## config.mk

```make
export PLATFORM = sky130hd
export DESIGN_NAME = traffic_light_monitor
export DESIGN_NICKNAME = d
export VERILOG_FILES = /design/src/rtl/traffic_light_monitor_pkg.sv /design/src/rtl/light_head_checker.sv /design/src/rtl/traffic_light_monitor.sv
export SDC_FILE = /design/constraint.sdc
export NUM_CORES = 1
export LEC_CHECK = 0
export CAP_MARGIN = 20
export CELL_PAD_IN_SITES_DETAIL_PLACEMENT = 0
export CELL_PAD_IN_SITES_GLOBAL_PLACEMENT = 1
export CORE_ASPECT_RATIO = 0.9
export CORE_MARGIN = 2
export CORE_UTILIZATION = 47
export DETAILED_ROUTE_END_ITERATION = 6
export PLACE_DENSITY = 0.86
export SYNTH_ARGS = -nofsm -noshare
export SYNTH_HDL_FRONTEND = slang
export SYNTH_SLANG_ARGS = --single-unit
```

## constraint.sdc

```tcl
create_clock -name clk -period 4.4 [get_ports clk]
set_input_delay 0.44 -clock clk [delete_from_list [all_inputs] [get_ports clk]]
set_output_delay 0.44 -clock clk [all_outputs]
set_load 0.02 [all_outputs]
```

## src/rtl/traffic_light_monitor_pkg.sv

```systemverilog
// traffic_light_monitor_pkg: light encodings, fault codes and monitor states.
package traffic_light_monitor_pkg;
    typedef enum logic [1:0] {LT_RED = 2'b00, LT_GREEN = 2'b01, LT_YELLOW = 2'b10, LT_ILL = 2'b11} light_t;
    typedef enum logic [2:0] {
        FC_NONE, FC_ILLEGAL, FC_CONFLICT, FC_TRANS, FC_YELLOW, FC_GREEN, FC_EMERG
    } fault_t;
    typedef enum logic [1:0] {ST_ARM, ST_RUN, ST_FAULT} mon_state_t;
    function automatic logic legal_step(input logic [1:0] from, input logic [1:0] to);
        return (from == LT_GREEN && to == LT_YELLOW) || (from == LT_YELLOW && to == LT_RED) ||
               (from == LT_RED && to == LT_GREEN);
    endfunction
endpackage

```

## src/rtl/light_head_checker.sv

```systemverilog
// light_head_checker: per-head sequencing, dwell and emergency-response checks.
module light_head_checker
    import traffic_light_monitor_pkg::*;
#(
    parameter int unsigned MIN_GREEN     = 5,
    parameter int unsigned MIN_YELLOW    = 2,
    parameter int unsigned MAX_YELLOW    = 5,
    parameter int unsigned EMERG_TIMEOUT = 3,
    parameter int unsigned CNT_W         = 8
) (
    input  logic       clk,
    input  logic       rst,
    input  logic [1:0] light,
    input  logic       emerg,
    input  logic       buzzer,
    output logic       f_ill,
    output logic       f_trans,
    output logic       f_yellow,
    output logic       f_green,
    output logic       f_emerg
);
    localparam logic [CNT_W-1:0] MIN_G   = CNT_W'(MIN_GREEN);
    localparam logic [CNT_W-1:0] MIN_Y   = CNT_W'(MIN_YELLOW);
    localparam logic [CNT_W-1:0] OVER_Y  = CNT_W'(MAX_YELLOW + 1);
    localparam logic [CNT_W-1:0] TMO     = CNT_W'(EMERG_TIMEOUT);
    localparam logic [CNT_W-1:0] CNT_MAX = '1;
    logic [1:0]       prev;
    logic [CNT_W-1:0] dwell, dwell_nxt, wait_cnt;
    logic             pend, changed;
    always_comb begin
        changed   = light != prev;
        dwell_nxt = changed ? CNT_W'(1) : (dwell == CNT_MAX ? dwell : dwell + 1'b1);
        f_ill     = light == LT_ILL;
        f_trans   = changed && !legal_step(prev, light);
        f_yellow  = (changed && prev == LT_YELLOW && dwell < MIN_Y) ||
                    (light == LT_YELLOW && dwell_nxt == OVER_Y);
        f_green   = changed && prev == LT_GREEN && dwell < MIN_G && !pend;
        f_emerg   = pend && wait_cnt == TMO && !buzzer;
    end
    // A buzzer always wins over a request seen in the same sample.
    always_ff @(posedge clk) begin
        if (!rst) begin
            prev     <= LT_RED;
            dwell    <= '0;
            pend     <= 1'b0;
            wait_cnt <= '0;
        end else begin
            prev     <= light;
            dwell    <= dwell_nxt;
            pend     <= !buzzer && (pend || emerg);
            wait_cnt <= (pend && !buzzer) ? (wait_cnt == CNT_MAX ? wait_cnt : wait_cnt + 1'b1) : '0;
        end
    end
endmodule

```

## src/rtl/traffic_light_monitor.sv

```systemverilog
// traffic_light_monitor: passive checker for two signal heads; latches the first
// violation as a sticky fault and counts T1 RED->GREEN entries.
module traffic_light_monitor
    import traffic_light_monitor_pkg::*;
#(
    parameter int unsigned MIN_GREEN     = 5,
    parameter int unsigned MIN_YELLOW    = 2,
    parameter int unsigned MAX_YELLOW    = 5,
    parameter int unsigned EMERG_TIMEOUT = 3,
    parameter int unsigned CNT_W         = 8
) (
    input  logic        clk,
    input  logic        rst,
    input  logic        Emergency_Left,
    input  logic        Emergency_Right,
    input  logic [1:0]  T1_light,
    input  logic [1:0]  T2_light,
    input  logic        Buzzer_T1,
    input  logic        Buzzer_T2,
    output logic        fault,
    output logic [2:0]  fault_code,
    output logic [1:0]  fault_src,
    output logic [15:0] cycle_count
);
    logic [1:0] ill, trans, yel, grn, emg, src_nxt, t1_prev;
    logic [2:0] code_nxt;
    logic       conflict, t1_entry;
    mon_state_t state;
    light_head_checker #(
        .MIN_GREEN(MIN_GREEN), .MIN_YELLOW(MIN_YELLOW), .MAX_YELLOW(MAX_YELLOW),
        .EMERG_TIMEOUT(EMERG_TIMEOUT), .CNT_W(CNT_W)
    ) u_t1 (
        .clk(clk), .rst(rst), .light(T1_light), .emerg(Emergency_Left), .buzzer(Buzzer_T1),
        .f_ill(ill[0]), .f_trans(trans[0]), .f_yellow(yel[0]), .f_green(grn[0]), .f_emerg(emg[0])
    );
    light_head_checker #(
        .MIN_GREEN(MIN_GREEN), .MIN_YELLOW(MIN_YELLOW), .MAX_YELLOW(MAX_YELLOW),
        .EMERG_TIMEOUT(EMERG_TIMEOUT), .CNT_W(CNT_W)
    ) u_t2 (
        .clk(clk), .rst(rst), .light(T2_light), .emerg(Emergency_Right), .buzzer(Buzzer_T2),
        .f_ill(ill[1]), .f_trans(trans[1]), .f_yellow(yel[1]), .f_green(grn[1]), .f_emerg(emg[1])
    );
    // Lowest code wins; its source mask ORs every head that raised it.
    always_comb begin
        conflict = T1_light != LT_RED && T2_light != LT_RED;
        t1_entry = t1_prev == LT_RED && T1_light == LT_GREEN;
        code_nxt = |ill ? FC_ILLEGAL : conflict ? FC_CONFLICT : |trans ? FC_TRANS :
                   |yel ? FC_YELLOW : |grn ? FC_GREEN : |emg ? FC_EMERG : FC_NONE;
        src_nxt  = |ill ? ill : conflict ? 2'b11 : |trans ? trans : |yel ? yel : |grn ? grn : emg;
    end
    always_ff @(posedge clk) begin
        if (!rst) begin
            state       <= ST_ARM;
            t1_prev     <= LT_RED;
            fault       <= 1'b0;
            fault_code  <= FC_NONE;
            fault_src   <= 2'b00;
            cycle_count <= '0;
        end else begin
            t1_prev <= T1_light;
            case (state)
                ST_ARM: state <= ST_RUN;
                ST_RUN: begin
                    if (t1_entry && cycle_count != 16'hFFFF)
                        cycle_count <= cycle_count + 16'd1;
                    if (code_nxt != FC_NONE) begin
                        state      <= ST_FAULT;
                        fault      <= 1'b1;
                        fault_code <= code_nxt;
                        fault_src  <= src_nxt;
                    end
                end
                default: state <= ST_FAULT;
            endcase
        end
    end
endmodule

```

# ---- After elaboration in Yosys (flattened, before gate mapping)
# Cells that the tools add are included.
dict set report totals {
  regBits 62
  input_bits 10
  output_inout_bits 22
  elab_cells 123
}
dict set report classes {
  addsub 5
  n_lt_le_gt_ge 4
  eq_ne 23
  n_mux 17
  n_reduce_logical 61
}
# cell n
set ops {}
lappend ops {{8-bit by 1-bit adder with 8-bit output (second input constant)} 4}
lappend ops {{8-bit == test (second input constant)} 4}
lappend ops {{8-bit 2-to-1 mux} 4}
lappend ops {{1-bit logical AND} 30}
lappend ops {{3-bit 2-to-1 mux} 6}
lappend ops {{16-bit by 1-bit adder with 16-bit output (second input constant)} 1}
lappend ops {{8-bit by 2-bit == test with 1-bit output (second input constant)} 2}
lappend ops {{8-bit by 3-bit == test with 1-bit output (second input constant)} 2}
lappend ops {{8-bit by 2-bit < comparator with 1-bit output (second input constant)} 2}
lappend ops {{8-bit by 3-bit < comparator with 1-bit output (second input constant)} 2}
lappend ops {{16-bit inequality test (second input constant)} 1}
lappend ops {{2-bit == test (second input constant)} 6}
lappend ops {{2-bit 2-to-1 mux} 6}
lappend ops {{2-bit by 1-bit == test with 1-bit output (second input constant)} 5}
lappend ops {{2-bit logical NOT} 5}
lappend ops {{2-bit OR reduction} 5}
lappend ops {{1-bit logical OR} 8}
lappend ops {{2-bit AND reduction} 4}
lappend ops {{1-bit logical NOT} 6}
lappend ops {{2-bit inequality test} 2}
lappend ops {{2-bit case mux with 2 select lines} 1}
lappend ops {{2-bit nonzero test} 2}
lappend ops {{3-bit nonzero test} 1}
lappend ops {{2-bit inequality test (second input constant)} 1}

# ---- Depth between registers and ports, before layout
dict set report depth {
  ltp_word 14
  depth_mapped 10
  mapped_depth_nobuf 9
}

# ---- By module
# Synthesis repeated with hierarchy kept, for this count alone.
dict set report hier_totals {
  hier_cells 417
  hier_area_um2 3488.3
}
# mod instances cells_each area_each_um2 seq_area_each_um2
set by_module_without_submodules {}
lappend by_module_without_submodules {traffic_light_monitor 1 158 1361.3 520.5}
lappend by_module_without_submodules {{light_head_checker at u_t1} 1 132 1086.0 380.4}
lappend by_module_without_submodules {{light_head_checker at u_t2} 1 127 1041.0 380.4}

# ---- Worst setup path before layout
# OpenSTA, ideal clock, no wires.
dict set report synth_timing {
  path_type {register to register}
  start {register u_t2.dwell[1]}
  end {register fault_code[2]}
  setup_time_ns 0.118
  t_arrival_ns 2.120
  required_time_ns 4.282
  slack_ns 2.162
  path_stages_with_launch 11
  n_path_buf 1
  period_less_slack_ns 2.238
  cell_sequence {dfxtp_1 clkbuf_1 inv_1 ha_1 nand2_1 or2_2 a221oi_4 a31oi_2 and4_4 a21oi_2 o21ai_1}
}
dict set report synth_via {
  elab_chain_len 13
  elab_cells_between_ends 21
  classes_between {1 x add/sub; 2 x order compare; 2 x eq/ne; 7 x mux; 9 x reduce/logical}
}
# item line
set synth_lines {}
lappend synth_lines {{start: declaration} light_head_checker.sv:28} ;# logic [CNT_W-1:0] dwell, dwell_nxt, wait_cnt;
lappend synth_lines {{start signal: assignment} light_head_checker.sv:49} ;# dwell <= dwell_nxt;
lappend synth_lines {{8-bit by 1-bit adder with 8-bit output or 8-bit == test (tied branches)} light_head_checker.sv:32} ;# dwell_nxt = changed ? CNT_W'(1) : (dwell == CNT_MAX ? dwell : dwell + 1'b1);
lappend synth_lines {{8-bit 2-to-1 mux (2 in a row)} light_head_checker.sv:32}
lappend synth_lines {{8-bit by 3-bit == test with 1-bit output} light_head_checker.sv:36} ;# (light == LT_YELLOW && dwell_nxt == OVER_Y);
lappend synth_lines {{1-bit logical AND} light_head_checker.sv:36}
lappend synth_lines {{1-bit logical OR} light_head_checker.sv:35} ;# f_yellow = (changed && prev == LT_YELLOW && dwell < MIN_Y) ||
lappend synth_lines {{2-bit OR reduction} traffic_light_monitor.sv:48} ;# |yel ? FC_YELLOW : |grn ? FC_GREEN : |emg ? FC_EMERG : FC_NONE;
lappend synth_lines {{3-bit 2-to-1 mux *} traffic_light_monitor.sv:48}
lappend synth_lines {{3-bit 2-to-1 mux * (3 in a row)} traffic_light_monitor.sv:47} ;# code_nxt = |ill ? FC_ILLEGAL : conflict ? FC_CONFLICT : |trans ? FC_TRANS :
lappend synth_lines {{3-bit nonzero test} traffic_light_monitor.sv:66} ;# if (code_nxt != FC_NONE) begin
lappend synth_lines {{2-bit AND reduction (no source line)} --}
lappend synth_lines {{end signal: assignment} traffic_light_monitor.sv:69} ;# fault_code <= code_nxt;
lappend synth_lines {{end: declaration} traffic_light_monitor.sv:21} ;# output logic [2:0] fault_code,
# Mark *: on every way between the ends. The rest lies on a longest branch, timed or not.
# A chain may end at the register's enable or synchronous reset.

# ---- Worst setup path in the final report
dict set report layout_timing {
  start {input port T1_light[0]}
  end {register cycle_count[9]}
}
dict set report layout_via {
  elab_chain_len 4
}
# item line
set layout_lines {}
lappend layout_lines {{start: declaration} traffic_light_monitor.sv:16} ;# input logic [1:0] T1_light,
lappend layout_lines {{2-bit by 1-bit == test with 1-bit output} traffic_light_monitor.sv:46} ;# t1_entry = t1_prev == LT_RED && T1_light == LT_GREEN;
lappend layout_lines {{1-bit logical AND} --}
lappend layout_lines {{1-bit logical AND} traffic_light_monitor.sv:64} ;# if (t1_entry && cycle_count != 16'hFFFF)
lappend layout_lines {{2-bit AND reduction (no source line)} --}
lappend layout_lines {{end signal: assignment} traffic_light_monitor.sv:65} ;# cycle_count <= cycle_count + 16'd1;
lappend layout_lines {{end: declaration} traffic_light_monitor.sv:23} ;# output logic [15:0] cycle_count
# No other way between the ends.

==> reports/qor.yml <==
status: "complete, no violations"
fmax_mhz: 355
fp-row-count: 30
netlist_area_um2: 3610
postRouteAntennaNets: 0
end_kind: "register"
io_buffers: 31
cts_setup_buffers: 0
ir_drop_mv: 0.181
seq_area_um2: 1240
io_pins: 32
setup_tns_ns: 0
routedWlPerCell_um: 14.4
firstDrtPassIters: 4
synth.largest_area_cell: "dfxtp_1"
synth_cells: 434
setup_viol: 0
cts_max_level: 3
critPathTopFamily: "simple AND/OR/NAND/NOR gates"
crit_buf_inv: 1
ys_seq_area_frac: 0.343
power.density_nw_per_um2: 313
synth-warning-count: 0
ys_seq_elements: 62
hold_viol: 0
critPathKind: "input port to register"
hpwlAfterDp_um: 5710
grt_pass1_vias: 2910
stdcell_count: 555
start_kind: "input port"
worst_slack_ns: 1.59
num_vias: 3184
insertion_delay_ns: 0.34
critPathSlowestCell: "clkdlybuf4s50_1"
cts_num_sinks: 62
cts_buffers: 9
synth-edff-count: 0
nNetsFinal: 471
cts_tree: "done"
multi_input_area_um2: 2180
worst_clock_skew_ns: 0.00886
place_inst: 539
synth.avg_cell_area_um2: 8.33
drv_cap: 0
antenna_found_initial: 0
gp_congestion: 0.922
period_share: 0.640
synthDistinctLibCells: 73
synthArstFlopShare: 0
cts_resized: 0
slew_viol_final: 0
areaGrowthSynthToFinish_pct: 13.9
n_fill_cell: 731
initial_utilization: 0.481
required_ns: 4.66
synth_top_area_share: 0.343
rsz0062_at_grt: "no"
drtIter0Drc: 153
fin_crit_ns: 2.81
path_max_fanout: 14
slowest_delay_ns: 0.75
root_buffer: "clkbuf_8"
final_layout_size_suffix_gt1_frac: 0.0871
dieArea_um2: 8410
avgViaCountPerCell: 5.74
worstHoldPathType: "register to register"
grt_pass1_wl_um: 13500
cts_buffer_depth: 2
critPathArrivalTime_ns: 3.07
die_h_um: 87.2
grt_max_degree: 23
dp_slack_ns: 1.25
leakagePower_nw: 1.39
worstMarginPinSlew_ns: 0.714
synth_nets: 451
path_clk_slew_ns: 0.07
synth_ff_type: "dfxtp_1"
core_area_um2: 7510
grtUsageTotal: 0.203
synth.area.top_cells: "dfxtp_1 34%, nor2_1 5.0%, nand3_1 4.6%, xor2_1 3.4%, xnor2_1 3.2%"
slew-limit-headroom: 0.523
fp.dieW_um: 96.4
n_antenna_cell: 0
ctsHoldBuffers: 0
drt_wl_total_um: 8000
drc_errors: 0
cp_cell_sequence: "clkdlybuf4s50_1 -> or3b_4 -> nor3_1 -> o21a_1 -> and3_1 -> nand2_1 -> or3_1 -> a21oi_1"
gr-total-overflow: 0
flip-flops by register name, summed over array words and instances, names as in the netlist, 2 cells and up:
register       flops
u_t2.prev          2
fault_code         3
state              2
u_t2.dwell         8
u_t1.wait_cnt      8
fault_src          2
cycle_count       16
u_t1.prev          2
u_t2.wait_cnt      8
u_t1.dwell         8
through the flow:
step,instance area [µm²],utilization,hold slack (ns),power (mW)
detailed placement,3890,0.519,0.463,0.739
global route,4120,0.548,0.485,1.34
floorplan,3610,-,0.453,0.700
finish,4120,0.548,0.469,1.29
global placement,3890,0.519,0.469,0.738
CTS,4120,0.548,0.474,1.30
worst paths after layout:
kind	to	slack, ns	startpoint	cells after the start
max	cycle_count[9]$_SDFFE_PN0P_	1.59	T1_light[0]	8
min	fault_code[2]$_SDFFE_PN0P_	0.47	fault_code[2]$_SDFFE_PN0P_	2
max reg2reg	fault$_SDFFE_PN0P_	1.82	u_t1.dwell[0]$_SDFF_PN0_	8
min reg2reg	fault_code[2]$_SDFFE_PN0P_	0.47	fault_code[2]$_SDFFE_PN0P_	2
routing by layer:
metal	GRT usage	wire length [µm]
met4	0.0525	63
met3	0.0615	345
met5	0	0
met2	0.304	3560
met1	0.284	4040
logic make-up (layout without fill, tap and decap cells):
family,Yosys count,in the layout,share of synthesized area
compound gates,90,90,0.183
xor+xnor,27,27,0.0654
fa+ha+maj,7,7,0.0242
buf+inv,32,57,0.0519
flops,62,62,0.343
mux,7,7,0.0197
simple gates,209,209,0.312
cells in the mapped netlist, drive strengths merged, types with 6 or more instances:
cell type,number
xnor2,13
and4,7
nand3,33
o21ai,22
dfxtp,62
clkbuf,15
or3,7
a21oi,17
mux2i,6
nor2,49
nor3,18
nor2b,6
a31oi,14
inv,10
nand4,14
ha,7
nand2,27
o211ai,6
and3,12
and2,11
nand2b,6
buf,7
xor2,14
cell type report:
class / instances / area share
repair buffers: 31 / 0.0754
well taps: 96 / 0.0292
inverters: 10 / 0.00912
flip-flops and latches: 62 / 0.302
clock inverters: 7 / 0.0237
clock buffers: 9 / 0.0301
multi-input cells: 340 / 0.531
worst reg2reg max path, delay by kind of cell, from the launching register on:
family	cells	cell delay, ns
and+or+nand+nor	2	0.55
DFF	1	0.43
adders and majority gates	1	0.32
AOI/OAI and AO/OA	5	1.19
layout by cell type (no fill, tap or decap), types with 5 or more instances in the layout:
cell type | netlist | routed
nor3_1 | 17 | 17
mux2i_1 | 6 | 6
a21oi_1 | 16 | 16
nor2_1 | 48 | 48
or3_1 | 6 | 6
xor2_1 | 14 | 14
nand2b_1 | 5 | 5
nand4_1 | 14 | 14
o21ai_0 | 17 | 17
clkbuf_8 | 4 | 9
xnor2_1 | 13 | 13
ha_1 | 7 | 7
dfxtp_1 | 62 | 62
clkdlybuf4s50_1 | 0 | 31
inv_1 | 10 | 10
nor2b_1 | 6 | 6
and3_1 | 11 | 11
nand3_1 | 33 | 33
a31oi_1 | 13 | 13
o211ai_1 | 5 | 5
and2_1 | 11 | 11
and4_1 | 6 | 6
nand2_1 | 27 | 27
power breakdown:
group | total, mW | internal (mW) | switching, mW | leakage, nW
logic | 0.137 | 0.0594 | 0.0780 | 0.781
registers | 0.590 | 0.574 | 0.0159 | 0.503
clock network | 0.560 | 0.321 | 0.240 | 0.106
Power figures use the tool's default switching activity.
